$ cat src/rtl/cbus_arbiter_pkg.sv
// Shared cache-bus request/response types used by the core, the arbiter and the
// CBus-to-AXI converter.
package cbus_arbiter_pkg;

    typedef struct packed {
        logic        valid;
        logic        is_write;
        logic [2:0]  size;
        logic [31:0] addr;
        logic [3:0]  strobe;
        logic [31:0] data;
        logic [3:0]  len;
    } cbus_req_t;

    typedef struct packed {
        logic        ready;
        logic        last;
        logic [31:0] data;
    } cbus_resp_t;

    // A response beat that closes the current transaction.
    function automatic logic resp_final(input cbus_resp_t resp);
        return resp.ready && resp.last;
    endfunction

endpackage

$ cat src/rtl/cbus_arbiter_if.sv
// Bus bundle between NUM_REQ cache-bus requesters, the arbiter and the converter.
interface cbus_arbiter_if #(
    parameter int NUM_REQ = 2
);
    import cbus_arbiter_pkg::*;

    localparam int IDX_W = $clog2(NUM_REQ);

    cbus_req_t              ireqs  [NUM_REQ];
    cbus_resp_t             iresps [NUM_REQ];
    cbus_req_t              oreq;
    cbus_resp_t             oresp;
    logic                   busy;
    logic [IDX_W-1:0]       grant_idx;

    modport slave (
        input  ireqs,
        input  oresp,
        output iresps,
        output oreq,
        output busy,
        output grant_idx
    );

    modport master (
        output ireqs,
        output oresp,
        input  iresps,
        input  oreq,
        input  busy,
        input  grant_idx
    );

endinterface

$ cat src/rtl/cbus_arbiter_rr_pick.sv
// Combinational round-robin picker: first valid index strictly after i_last_grant,
// wrapping at NUM_REQ-1 so non-power-of-two requester counts work.
module cbus_arbiter_rr_pick #(
    parameter int NUM_REQ = 2,
    parameter int IDX_W   = $clog2(NUM_REQ)
) (
    input  logic [NUM_REQ-1:0] i_valid,
    input  logic [IDX_W-1:0]   i_last_grant,
    output logic               o_found,
    output logic [IDX_W-1:0]   o_idx
);

    localparam logic [IDX_W-1:0] LAST_IDX = IDX_W'(NUM_REQ - 1);

    logic [IDX_W-1:0] w_cand;

    always_comb begin
        o_found = 1'b0;
        o_idx   = '0;
        w_cand  = i_last_grant;
        // The last candidate visited is last_grant itself, so a lone requester re-wins.
        for (int k = 0; k < NUM_REQ; k++) begin
            w_cand = (w_cand == LAST_IDX) ? '0 : w_cand + IDX_W'(1);
            if (!o_found && i_valid[w_cand]) begin
                o_found = 1'b1;
                o_idx   = w_cand;
            end
        end
    end

endmodule

$ cat src/rtl/cbus_arbiter.sv
// Shares the single CBus master port between NUM_REQ requesters; holds a grant until
// the final response beat, then re-arbitrates round-robin after one idle cycle.
module cbus_arbiter
    import cbus_arbiter_pkg::*;
#(
    parameter int NUM_REQ = 2
) (
    input  logic          clk,
    input  logic          reset,
    cbus_arbiter_if.slave bus
);

    localparam int IDX_W = $clog2(NUM_REQ);

    typedef enum logic {
        IDLE,
        BUSY
    } arb_state_t;

    arb_state_t         r_state;
    arb_state_t         w_state_next;
    logic [IDX_W-1:0]   r_sel;
    logic [IDX_W-1:0]   w_sel_next;
    logic [IDX_W-1:0]   r_last_grant;
    logic [IDX_W-1:0]   w_last_grant_next;
    logic [NUM_REQ-1:0] w_valid;
    logic               w_found;
    logic [IDX_W-1:0]   w_pick;
    logic               w_busy;
    logic               w_final;

    genvar gi;

    generate
        for (gi = 0; gi < NUM_REQ; gi++) begin : g_valid
            assign w_valid[gi] = bus.ireqs[gi].valid;
        end
    endgenerate

    cbus_arbiter_rr_pick #(
        .NUM_REQ (NUM_REQ),
        .IDX_W   (IDX_W)
    ) u_rr_pick (
        .i_valid      (w_valid),
        .i_last_grant (r_last_grant),
        .o_found      (w_found),
        .o_idx        (w_pick)
    );

    // last_grant resets to the top index so requester 0 is the first winner.
    always_ff @(posedge clk or posedge reset) begin
        if (reset) begin
            r_state      <= IDLE;
            r_sel        <= '0;
            r_last_grant <= IDX_W'(NUM_REQ - 1);
        end else begin
            r_state      <= w_state_next;
            r_sel        <= w_sel_next;
            r_last_grant <= w_last_grant_next;
        end
    end

    always_comb begin
        w_state_next      = r_state;
        w_sel_next        = r_sel;
        w_last_grant_next = r_last_grant;
        case (r_state)
            IDLE: begin
                if (w_found) begin
                    w_state_next = BUSY;
                    w_sel_next   = w_pick;
                end
            end
            BUSY: begin
                if (w_final) begin
                    w_state_next      = IDLE;
                    w_last_grant_next = r_sel;
                end
            end
            default: w_state_next = IDLE;
        endcase
    end

    assign w_busy  = (r_state == BUSY);
    assign w_final = resp_final(bus.oresp);

    // The granted request is forwarded as-is; the requester keeps it stable until done.
    assign bus.oreq      = w_busy ? bus.ireqs[r_sel] : '0;
    assign bus.busy      = w_busy;
    assign bus.grant_idx = r_sel;

    generate
        for (gi = 0; gi < NUM_REQ; gi++) begin : g_resp
            assign bus.iresps[gi] = (w_busy && (r_sel == IDX_W'(gi))) ? bus.oresp : '0;
        end
    endgenerate

endmodule

$ cat src/flat_wrapper.sv
// flat-port wrapper written by rule: the top's interface ports become plain ports
module cbus_arbiter_flat import cbus_arbiter_pkg::*;
#(
    parameter int NUM_REQ = 2
)
  (clk, reset, bus_ireqs, bus_oresp, bus_iresps, bus_oreq, bus_busy, bus_grant_idx);
  cbus_arbiter_if #(.NUM_REQ(NUM_REQ)) bus_i ();
  input  logic clk;
  input  logic reset;
  input wire logic [$bits(bus_i.ireqs)-1:0] bus_ireqs;
  input wire logic [$bits(bus_i.oresp)-1:0] bus_oresp;
  output wire logic [$bits(bus_i.iresps)-1:0] bus_iresps;
  output wire logic [$bits(bus_i.oreq)-1:0] bus_oreq;
  output wire logic [$bits(bus_i.busy)-1:0] bus_busy;
  output wire logic [$bits(bus_i.grant_idx)-1:0] bus_grant_idx;
  assign bus_i.ireqs = {>>{bus_ireqs}};
  assign bus_i.oresp = bus_oresp;
  assign bus_iresps = {>>{bus_i.iresps}};
  assign bus_oreq = bus_i.oreq;
  assign bus_busy = bus_i.busy;
  assign bus_grant_idx = bus_i.grant_idx;
  cbus_arbiter #(.NUM_REQ(NUM_REQ)) u_core (.clk(clk), .reset(reset), .bus(bus_i));
endmodule
$ cat config.mk
export PLATFORM = sky130hd
export DESIGN_NAME = cbus_arbiter_flat
export DESIGN_NICKNAME = d
export VERILOG_FILES = /design/src/rtl/cbus_arbiter_pkg.sv /design/src/rtl/cbus_arbiter_if.sv /design/src/rtl/cbus_arbiter_rr_pick.sv /design/src/rtl/cbus_arbiter.sv /design/src/flat_wrapper.sv
export SDC_FILE = /design/constraint.sdc
export NUM_CORES = 1
export LEC_CHECK = 0
export ABC_AREA = 1
export BUFFER_PORTS_ARGS = -buffer_cell sky130_fd_sc_hd__buf_2
export CORE_AREA = 2 2 131 133
export DETAILED_ROUTE_END_ITERATION = 12
export DIE_AREA = 0 0 133 135
export PLACE_DENSITY = 0.43
export SETUP_SLACK_MARGIN = 0.1
export SYNTH_ARGS = -nofsm -noshare
export SYNTH_HDL_FRONTEND = slang
export SYNTH_SLANG_ARGS = --single-unit
$ cat constraint.sdc
create_clock -name clk -period 2.1 [get_ports clk]
set_clock_uncertainty 0.1 [all_clocks]
set_input_delay 0.21 -clock clk [delete_from_list [all_inputs] [get_ports clk]]
set_output_delay 0.21 -clock clk [all_outputs]
set_load 0.1 [all_outputs]
==> out/metrics.yaml, run 1 <==
syn_inst: 384
critPathSlowestCell: "dfrtp_4"
core.rowCount: 47
setup_ws_ns: 0.246
clk_latency_ns: 0.22
syn_to_final_growth_pct: 293
io_buffers: 336
switching_power_mw: 5.81
cap_violations: 0
period_needed_ns: 1.85
p_comb_share_pct: 95.5
crit_chain: "inv_2, buf_12, nand3_1, nand2_2, buf_12"
p_per_area_mw_per_mm2: 1350
wl_per_cell_um: 13.3
ioPinCount: 337
hold_viol_final: 0
totalWireLength_um: 12300
antenna_found_initial: 0
viasPerCell: 3.84
finalSetupViolCount: 0
ys_ff_latch: 3
clock-sinks: 3
period_share_pct: 88.3
critPathArrivalTime_ns: 1.54
diodes: 0
finalNetCount: 894
cts_max_level: 1
die_w_um: 133
netlist.area_leader.share_pct: 36.1
ir_worst_vdd_mv: 0.568
p_int_mw: 3.06
drive_above_1_share_pct: 71.1
grt_pass1_vias: 3710
ant_nets: 0
outcome: "finished clean"
endpoint_kind: "primary output"
syn_area_per_cell_um2: 4.36
cts_buffers: 3
tns_ns: 0
layout_common_cells: "190 x buf_2, 153 x buf_12, 83 x nand2_1"
vias: 3543
ys_seq_area_share_pct: 4.56
crit_buf_inv: 3
path_max_fanout: 56
criticalPathCategory: "reg2out"
power_frac_seq_pct: 1.1
firstDrtPassIters: 4
die_area_mm2: 0.0180
p_leak_nw: 3.23
ys.warnings.count: 0
cts_tree: "yes"
final_common_cell: "buf_2"
required_ns: 1.79
max_freq_ghz: 0.539
hold_path.class: "in2reg"
fin_area_mm2: 0.00658
cts.clk_slew.worst_paths_ns: 0.03
grt_pass1_wl_um: 18700
crit_path_start_kind: "flip-flop"
placed_cell_area_mm2: 0.00649
core_mm2: 0.0164
slew_headroom_pct: 63.1
cts.path.max_buffers: 2
slowest_delay_ns: 0.49
synth_cell_types: 13
netlist_area_mm2: 0.00168
cts_root_buf: "clkbuf_16"
grt_max_degree: 60
place_congestion: 0.784
drv_slew: 0
post-cts-setup-buffers: 0
start_util_pct: 10.2
grt_overflow: 0
drc_errors: 0
cp_top_family: "buffers and inverters"
worst_slew_pin_slew_ns: 0.557
grtUsageTotal_pct: 12.8
synth_nets: 574
timing.hold.ws_ns: 0.110
dp_hpwl_um: 10400
die_y_um: 135
switching_share_pct: 65.5
drt_iter0_markers: 95
power.share.clock_pct: 3.4
synthTopCellsByArea: "nand2_1 36%, nand3_1 24%, nor2_1 15%"
yosysTopAreaCell: "nand2_1"
pre_cts_slack_ns: 0.465
rsz0062_at_grt: "false"
cp_common_cell: "buf_12"
## final timing paths
check	from	endpoint	slack, ns	depth (start not counted)
max	u_core.bus.grant_idx	bus_oreq[45]	0.25	5
min	bus_oresp[32]	u_core.r_last_grant	0.11	3
max reg2reg	u_core.bus.busy	u_core.bus.grant_idx	0.74	3
min reg2reg	u_core.r_last_grant	u_core.r_last_grant	0.37	2
max in group asynchronous	reset	u_core.r_last_grant	1.36	3
min in group asynchronous	reset	u_core.bus.busy	0.32	3
## kinds of logic (layout without fill, tap and decap cells)
group | after synthesis | in the layout | synth area share, %
buffers and inverters | 69 | 388 | 19.0
flip-flops | 3 | 3 | 4.56
AND/OR/NAND/NOR | 312 | 312 | 76.5
## cell type report
| class | count | area, µm² |
|---|---|---|
| Fill cell | 1651 | 9830 |
| Multi-Input combinational cell | 312 | 1960 |
| Tap cell | 220 | 275 |
| Timing Repair Buffer | 346 | 4040 |
| Clock buffer | 4 | 78.8 |
| Inverter | 38 | 143 |
| Sequential cell | 3 | 83.8 |
## sequential cells by signal, summed over array words and instances, names as in the netlist
| signal | count |
|---|---|
| u_core.bus.busy | 1 |
| u_core.bus.grant_idx | 1 |
| u_core.r_last_grant | 1 |
## what timing repair did
item                                   in CTS  in global routing
endpoints found under the hold margin       3                  0
hold buffers                                1                  0
resized for setup                           0                  0
## metrics by stage
step / total power, mW / util (%) / instances
2_1_floorplan: 5.56 / - / 384
3_3_place_gp: 8.64 / 39.5 / 918
3_5_place_dp: 8.64 / 39.5 / 918
4_1_cts: 8.96 / 40.1 / 923
5_1_grt: 9.14 / 40.1 / 923
6_report: 8.87 / 40.1 / 923
## layer usage
metal	vias to the layer above	global-route usage (%)	wire [µm]
met5	-	0	0
met4	0	2.69	114
met3	6	5.82	1620
met2	203	24.3	6490
met1	1527	12.7	4080
li1	1807	-	-
## power by group through the flow
stage	clock network, mW	registers, mW	logic, mW
floorplan	0	0.144	5.42
global placement	0	0.0953	8.54
detailed placement	0	0.0957	8.55
CTS	0.306	0.0952	8.56
global route	0.311	0.0982	8.73
finish	0.300	0.0952	8.47
## worst register-to-register path, cell delays in order, from the launching register on
cell and delay [ns]:
dfrtp_4 0.52, nand2_4 0.11, buf_12 0.35, nand3_1 0.14
## cell usage after synthesis
cell type / number
nand3_1: 80
nor2_1: 69
and2_1: 1
dfrtp_1: 2
buf_4: 3
buf_6: 4
nand2_4: 1
dfstp_2: 1
nand2_1: 161
buf_2: 14
inv_2: 2
inv_1: 36
clkbuf_1: 10
Power figures use the tool's default switching activity.
==> inputs of run 2 (changes only) <==
--- a/config.mk
+++ b/config.mk
@@ -10,7 +10,7 @@
 export CORE_AREA = 2 2 131 133
 export DETAILED_ROUTE_END_ITERATION = 12
 export DIE_AREA = 0 0 133 135
-export PLACE_DENSITY = 0.43
+export PLACE_DENSITY_LB_ADDON = 0.08
 export SETUP_SLACK_MARGIN = 0.1
 export SYNTH_ARGS = -nofsm -noshare
 export SYNTH_HDL_FRONTEND = slang
==> run 2 against run 1 <==
  * Maximum frequency fell by 4.9%
  * Wire length rose by 5.7%
  * Largest power group unchanged
  * Worst hold slack improved by 0.0052 ns
  * Combinational power barely moved
  * Critical path depth did not move
  * Register-to-register slack barely moved
  * Sequential share of layout area barely moved
  * Die area did not move
  * Non-clock buffer count fell by 1
  * Worst setup slack got worse by 0.095 ns
  * Final area fell by 0.46%
  * First-iteration DRC count rose by 20%
==> out/metrics.yaml, run 2 (same netlist as run 1, synthesis figures left out) <==
ioPinCount: 337  # unchanged
max_freq_ghz: 0.513  # -4.9%
placedCellCount: 917  # -0.11%
hold_path.class: "in2reg"
dp_hpwl_um: 11100  # +6.4%
pre_cts_slack_ns: 0.366  # -0.0989 ns
ant_nets: 0  # unchanged
tns_ns: 0  # unchanged
grtUsageTotal_pct: 13.5  # +0.77 points
fin_area_mm2: 0.00655  # -0.46%
diodes: 0  # unchanged
die_y_um: 135  # unchanged
outcome: "finished clean"
viasPerCell: 3.91  # +1.9%
setup_ws_ns: 0.150  # -0.0954 ns
grt_overflow: 0  # unchanged
cts_max_level: 1  # unchanged
finalSetupViolCount: 0  # unchanged
instances_no_fill: 922  # -0.11%
finalNetCount: 893  # -0.11%
period_needed_ns: 1.95  # +0.0954 ns
start_util_pct: 10.2  # unchanged
place_congestion: 0.825  # +5.3%
syn_to_final_growth_pct: 291
clock-sinks: 3  # unchanged
r2r_setup_slack_ns: 0.74  # about the same
cts.path.max_buffers: 2  # unchanged
final_common_cell: "buf_2"
slew_headroom_pct: 65.5  # +2.4 points
vias: 3608  # +1.8%
wl_per_cell_um: 14.1  # +5.8%
drc_errors: 0  # unchanged
worst_slew_pin_slew_ns: 0.521  # -0.0362 ns
cts_buffers: 3  # unchanged
hold_viol_final: 0  # unchanged
criticalPathCategory: "reg2out"
p_per_area_mw_per_mm2: 1350  # +0.29%
final_util_pct: 39.9  # -0.18 points
grt_max_degree: 78  # +30%
core.rowCount: 47  # unchanged
drt_iter0_markers: 114  # +20%
grt_pass1_wl_um: 19700  # +5.8%
totalWireLength_um: 13000  # +5.7%
ir_worst_vdd_mv: 0.530  # -6.7%
crit_path_start_kind: "flip-flop"
rsz0062_at_grt: "true"
p_leak_nw: 3.22  # -0.42%
drv_slew: 0  # unchanged
antenna_found_initial: 0  # unchanged
path_max_fanout: 77  # +38%
cts_root_buf: "clkbuf_16"
clk_latency_ns: 0.22  # about the same
period_share_pct: 92.9  # +4.5 points
core_mm2: 0.0164  # unchanged
required_ns: 1.79  # about the same
cts.clk_slew.worst_paths_ns: 0.03  # about the same
placed_cell_area_mm2: 0.00644  # -0.69%
cap_violations: 0  # unchanged
endpoint_kind: "primary output"
cts_tree: "yes"
grt_pass1_vias: 3738  # +0.75%
io_buffers: 336  # unchanged
die_area_mm2: 0.0180  # unchanged
die_w_um: 133  # unchanged
drive_above_1_share_pct: 71.1  # about the same
critPathArrivalTime_ns: 1.64  # +0.10 ns
firstDrtPassIters: 4  # unchanged
layout_common_cells: "190 x buf_2, 149 x buf_12, 83 x nand2_1"
-- run 2: metal layers --
layer | part of all wire (%) | track usage, % | vias up
met4 | 0.95 | 1.61 | 0
met5 | 0 | 0 | -
li1 | - | - | 1805
met2 | 53 | 26.0 | 216
met3 | 11 | 5.29 | 12
met1 | 35 | 14.3 | 1575
-- run 2: area by class of cell --
| type | instances | area [µm²] |
|---|---|---|
| Clock buffer | 4 | 78.8 |
| Fill cell | 1627 | 9860 |
| Inverter | 38 | 143 |
| Multi-Input combinational cell | 312 | 1960 |
| Sequential cell | 3 | 83.8 |
| Tap cell | 220 | 275 |
| Timing Repair Buffer | 345 | 4010 |
-- run 2: power by group --
part           switching (mW)  internal, mW  total, mW
sequential             0.0159        0.0792     0.0951
combinational            5.76          2.70       8.46
clock                  0.0514         0.250      0.302
-- run 2: critical path, stage by stage, from the launching register on --
cell and delay, ns:
dfrtp_4 0.49, inv_2 0.13, buf_16 0.30, nand3_1 0.14
nand2_2 0.14, buf_12 0.18
-- run 2: path summary, 6_finish.rpt --
check	start	to	depth (start not counted)
worst max-delay path	u_core.bus.grant_idx	bus_oreq[54]	5
min in group asynchronous	reset	u_core.bus.grant_idx	3
worst min register to register	u_core.r_last_grant	u_core.r_last_grant	2
worst min-delay path	bus_oresp[32]	u_core.r_last_grant	3
max in group asynchronous	reset	u_core.r_last_grant	3
worst max register to register	u_core.bus.busy	u_core.bus.busy	3
-- run 2: repair_timing --
action                                 in CTS  in global routing
buffers inserted                            0                  0
hold buffers                                1                  0
gates resized for setup                     0                  3
setup endpoints to repair                   0                 31
endpoints found under the hold margin       3                  0
-- run 2: metrics by stage --
step | power [mW] | hold slack [ns]
CTS | 8.93 | 0.121
finish | 8.86 | 0.115
global placement | 8.58 | -0.0183
floorplan | 5.56 | -0.137
detailed placement | 8.61 | -0.0212
global route | 9.14 | 0.141
==> inputs of run 3 (changes only) <==
==> constraint.sdc (replaced) <==
create_clock -name clk -period 2.1 [get_ports clk]
set_clock_uncertainty 0.1 [all_clocks]
set_input_delay 0.21 -clock clk [delete_from_list [all_inputs] [get_ports clk]]
set_output_delay 0.21 -clock clk [all_outputs]
set_load 0.02 [all_outputs]
==> run 3 against run 2 <==
  * Wire length shrank 17%
  * Combinational power down 71%
  * Worst hold slack improved by 0.012 ns
  * Largest cell class unchanged
  * Highest routed layer unchanged
==> out/metrics.yaml, run 3 (same netlist as run 1, synthesis figures left out) <==
p_comb_share_pct: 86.1  # -9.4 points
viasPerCell: 3.81  # -2.7%
firstDrtPassIters: 4  # unchanged
cts.clk_slew.worst_paths_ns: 0.03  # about the same
start_util_pct: 10.2  # unchanged
drv_slew: 0  # unchanged
clk_latency_ns: 0.22  # about the same
core.rowCount: 47  # unchanged
grtUsageTotal_pct: 10.9  # -2.6 points
endpoint_kind: "primary output"
switching_power_mw: 1.70  # -71%
fill_cells: 1949  # +20%
hp-start: "bus_oresp[32]"
outcome: "finished clean"
hold_path.class: "in2reg"
r2r_start: "u_core.bus.busy"
vias: 3513  # -2.6%
crit_path_start_kind: "flip-flop"
die_w_um: 133  # unchanged
cap_violations: 0  # unchanged
totalWireLength_um: 10800  # -17%
p_per_area_mw_per_mm2: 774  # -43%
io_buffers: 336  # unchanged
power.share.clock_pct: 10.7  # +7.3 points
cts_buffers: 3  # unchanged
p_int_mw: 1.12  # -63%
die_area_mm2: 0.0180  # unchanged
critPathSlowestCell: "buf_4"
tns_ns: 0  # unchanged
crit_chain: "buf_4, nand3_1, nand2_1, buf_2"
critical_path.startpoint: "u_core.bus.busy"
rsz0062_at_grt: "false"
grt_pass1_vias: 3400  # -9.0%
power_frac_seq_pct: 3.1  # +2.0 points
path_max_fanout: 52  # -32%
required_ns: 1.79  # about the same
cts_root_buf: "clkbuf_16"
antenna_found_initial: 0  # unchanged
diodes: 0  # unchanged
finalPower_mw: 2.83  # -68%
ioPinCount: 337  # unchanged
finalNetCount: 894  # +0.11%
cp_top_family: "buffers and inverters"
drive_above_1_share_pct: 50.2  # -21 points
drt_iter0_markers: 114  # unchanged
finalSetupViolCount: 0  # unchanged
critPathArrivalTime_ns: 1.57  # -0.07 ns
dp_hpwl_um: 8800  # -21%
period_share_pct: 89.7  # -3.1 points
ir_worst_vdd_mv: 0.218  # -59%
max_freq_ghz: 0.531  # +3.5%
cts_tree: "yes"
final_common_cell: "buf_2"
grt_pass1_wl_um: 16100  # -19%
syn_to_final_growth_pct: 118
hold_viol_final: 0  # unchanged
place_congestion: 0.813  # -1.6%
period_needed_ns: 1.88  # -0.0653 ns
cts_resized: 0  # unchanged
wl_per_cell_um: 11.7  # -17%
slew_headroom_pct: 62.4  # -3.1 points
criticalPathCategory: "reg2out"
grt_max_degree: 56  # -28%
die_y_um: 135  # unchanged
slowest_delay_ns: 0.47  # -0.02 ns
layout_common_cells: "336 x buf_2, 161 x nand2_1, 80 x nand3_1"
switching_share_pct: 60.2  # -5.6 points
clock-sinks: 3  # unchanged
cts.path.max_buffers: 2  # unchanged
worst_slew_pin_slew_ns: 0.564  # +0.0428 ns
drc_errors: 0  # unchanged
cts_max_level: 1  # unchanged
grt_overflow: 0  # unchanged
core_mm2: 0.0164  # unchanged
ant_nets: 0  # unchanged
p_leak_nw: 2.59  # -20%
crit_buf_inv: 2  # -1
==> run 3: cell count changes in the layout (fill, tap and decap cells not counted), moves of 4 or more <==
| cell | change |
|---|---|
| buf_2 | +146 |
| buf_4 | +4 |
| nand2_1 | +78 |
| nand2_2 | -77 |
| buf_12 | -146 |
| nor2_4 | -61 |
| nor2_1 | +68 |
| nor2_2 | -7 |
==> run 3: routing by layer <==
| metal | GRT usage (%) | part of all wire (%) | wire length, µm | vias up |
|---|---|---|---|---|
| met5 | 0 | 0 | 0 | - |
| met3 | 2.33 | 9.5 | 1030 | 10 |
| met4 | 2.57 | 1.2 | 129 | 0 |
| met1 | 10.0 | 32 | 3500 | 1509 |
| met2 | 23.7 | 57 | 6120 | 193 |
| li1 | - | - | - | 1801 |
==> run 3: final timing paths <==
path	to	slack (ns)	cells past startpoint
worst min-delay path	u_core.r_last_grant	0.13	3
min in group asynchronous	u_core.bus.grant_idx	0.31	3
worst max-delay path	bus_oreq[11]	0.22	4
worst max register to register	u_core.r_last_grant	0.83	5
worst min register to register	u_core.r_last_grant	0.36	2
max in group asynchronous	u_core.r_last_grant	1.38	3
==> run 3: power groups by stage <==
stage / Clock, mW / Sequential, mW / Combinational (mW)
3_3_place_gp: 0 / 0.0890 / 2.50
3_5_place_dp: 0 / 0.0891 / 2.47
4_1_cts: 0.307 / 0.0888 / 2.48
6_report: 0.303 / 0.0888 / 2.43
2_1_floorplan: 0 / 0.0948 / 1.56
5_1_grt: 0.318 / 0.0919 / 2.67
==> run 3: repair_timing <==
item                      4_1_cts  5_1_grt
setup buffers                   0        0
hold endpoints to repair        3        0
hold buffers                    1        0
==> run 3: layout make-up <==
class / instances / area (µm²) / share of cell area (%)
repair buffers: 346 / 1800 / 49.2
multi-input cells: 312 / 1280 / 35.1
well taps: 220 / 275 / 7.54
inverters: 38 / 143 / 3.91
clock buffers: 4 / 78.8 / 2.16
flip-flops and latches: 3 / 77.6 / 2.12
==> run 3: stage by stage <==
| stage | hold WS [ns] | std cells | cell area, µm² | worst slack (ns) | utilization, % |
|---|---|---|---|---|---|
| floorplan | -0.137 | 384 | 1680 | 0.551 | - |
| global placement | -0.0125 | 918 | 3560 | 0.440 | 21.7 |
| detailed placement | -0.0116 | 918 | 3560 | 0.439 | 21.7 |
| CTS | 0.129 | 923 | 3650 | 0.197 | 22.3 |
| global route | 0.169 | 923 | 3650 | 0.108 | 22.3 |
| finish | 0.128 | 923 | 3650 | 0.215 | 22.3 |
==> run 3: worst min-delay path, delay by kind of cell <==
kind | cells | cell delay [ns]
buffers and inverters | 1 | 0.12
and+or+nand+nor | 2 | 0.12
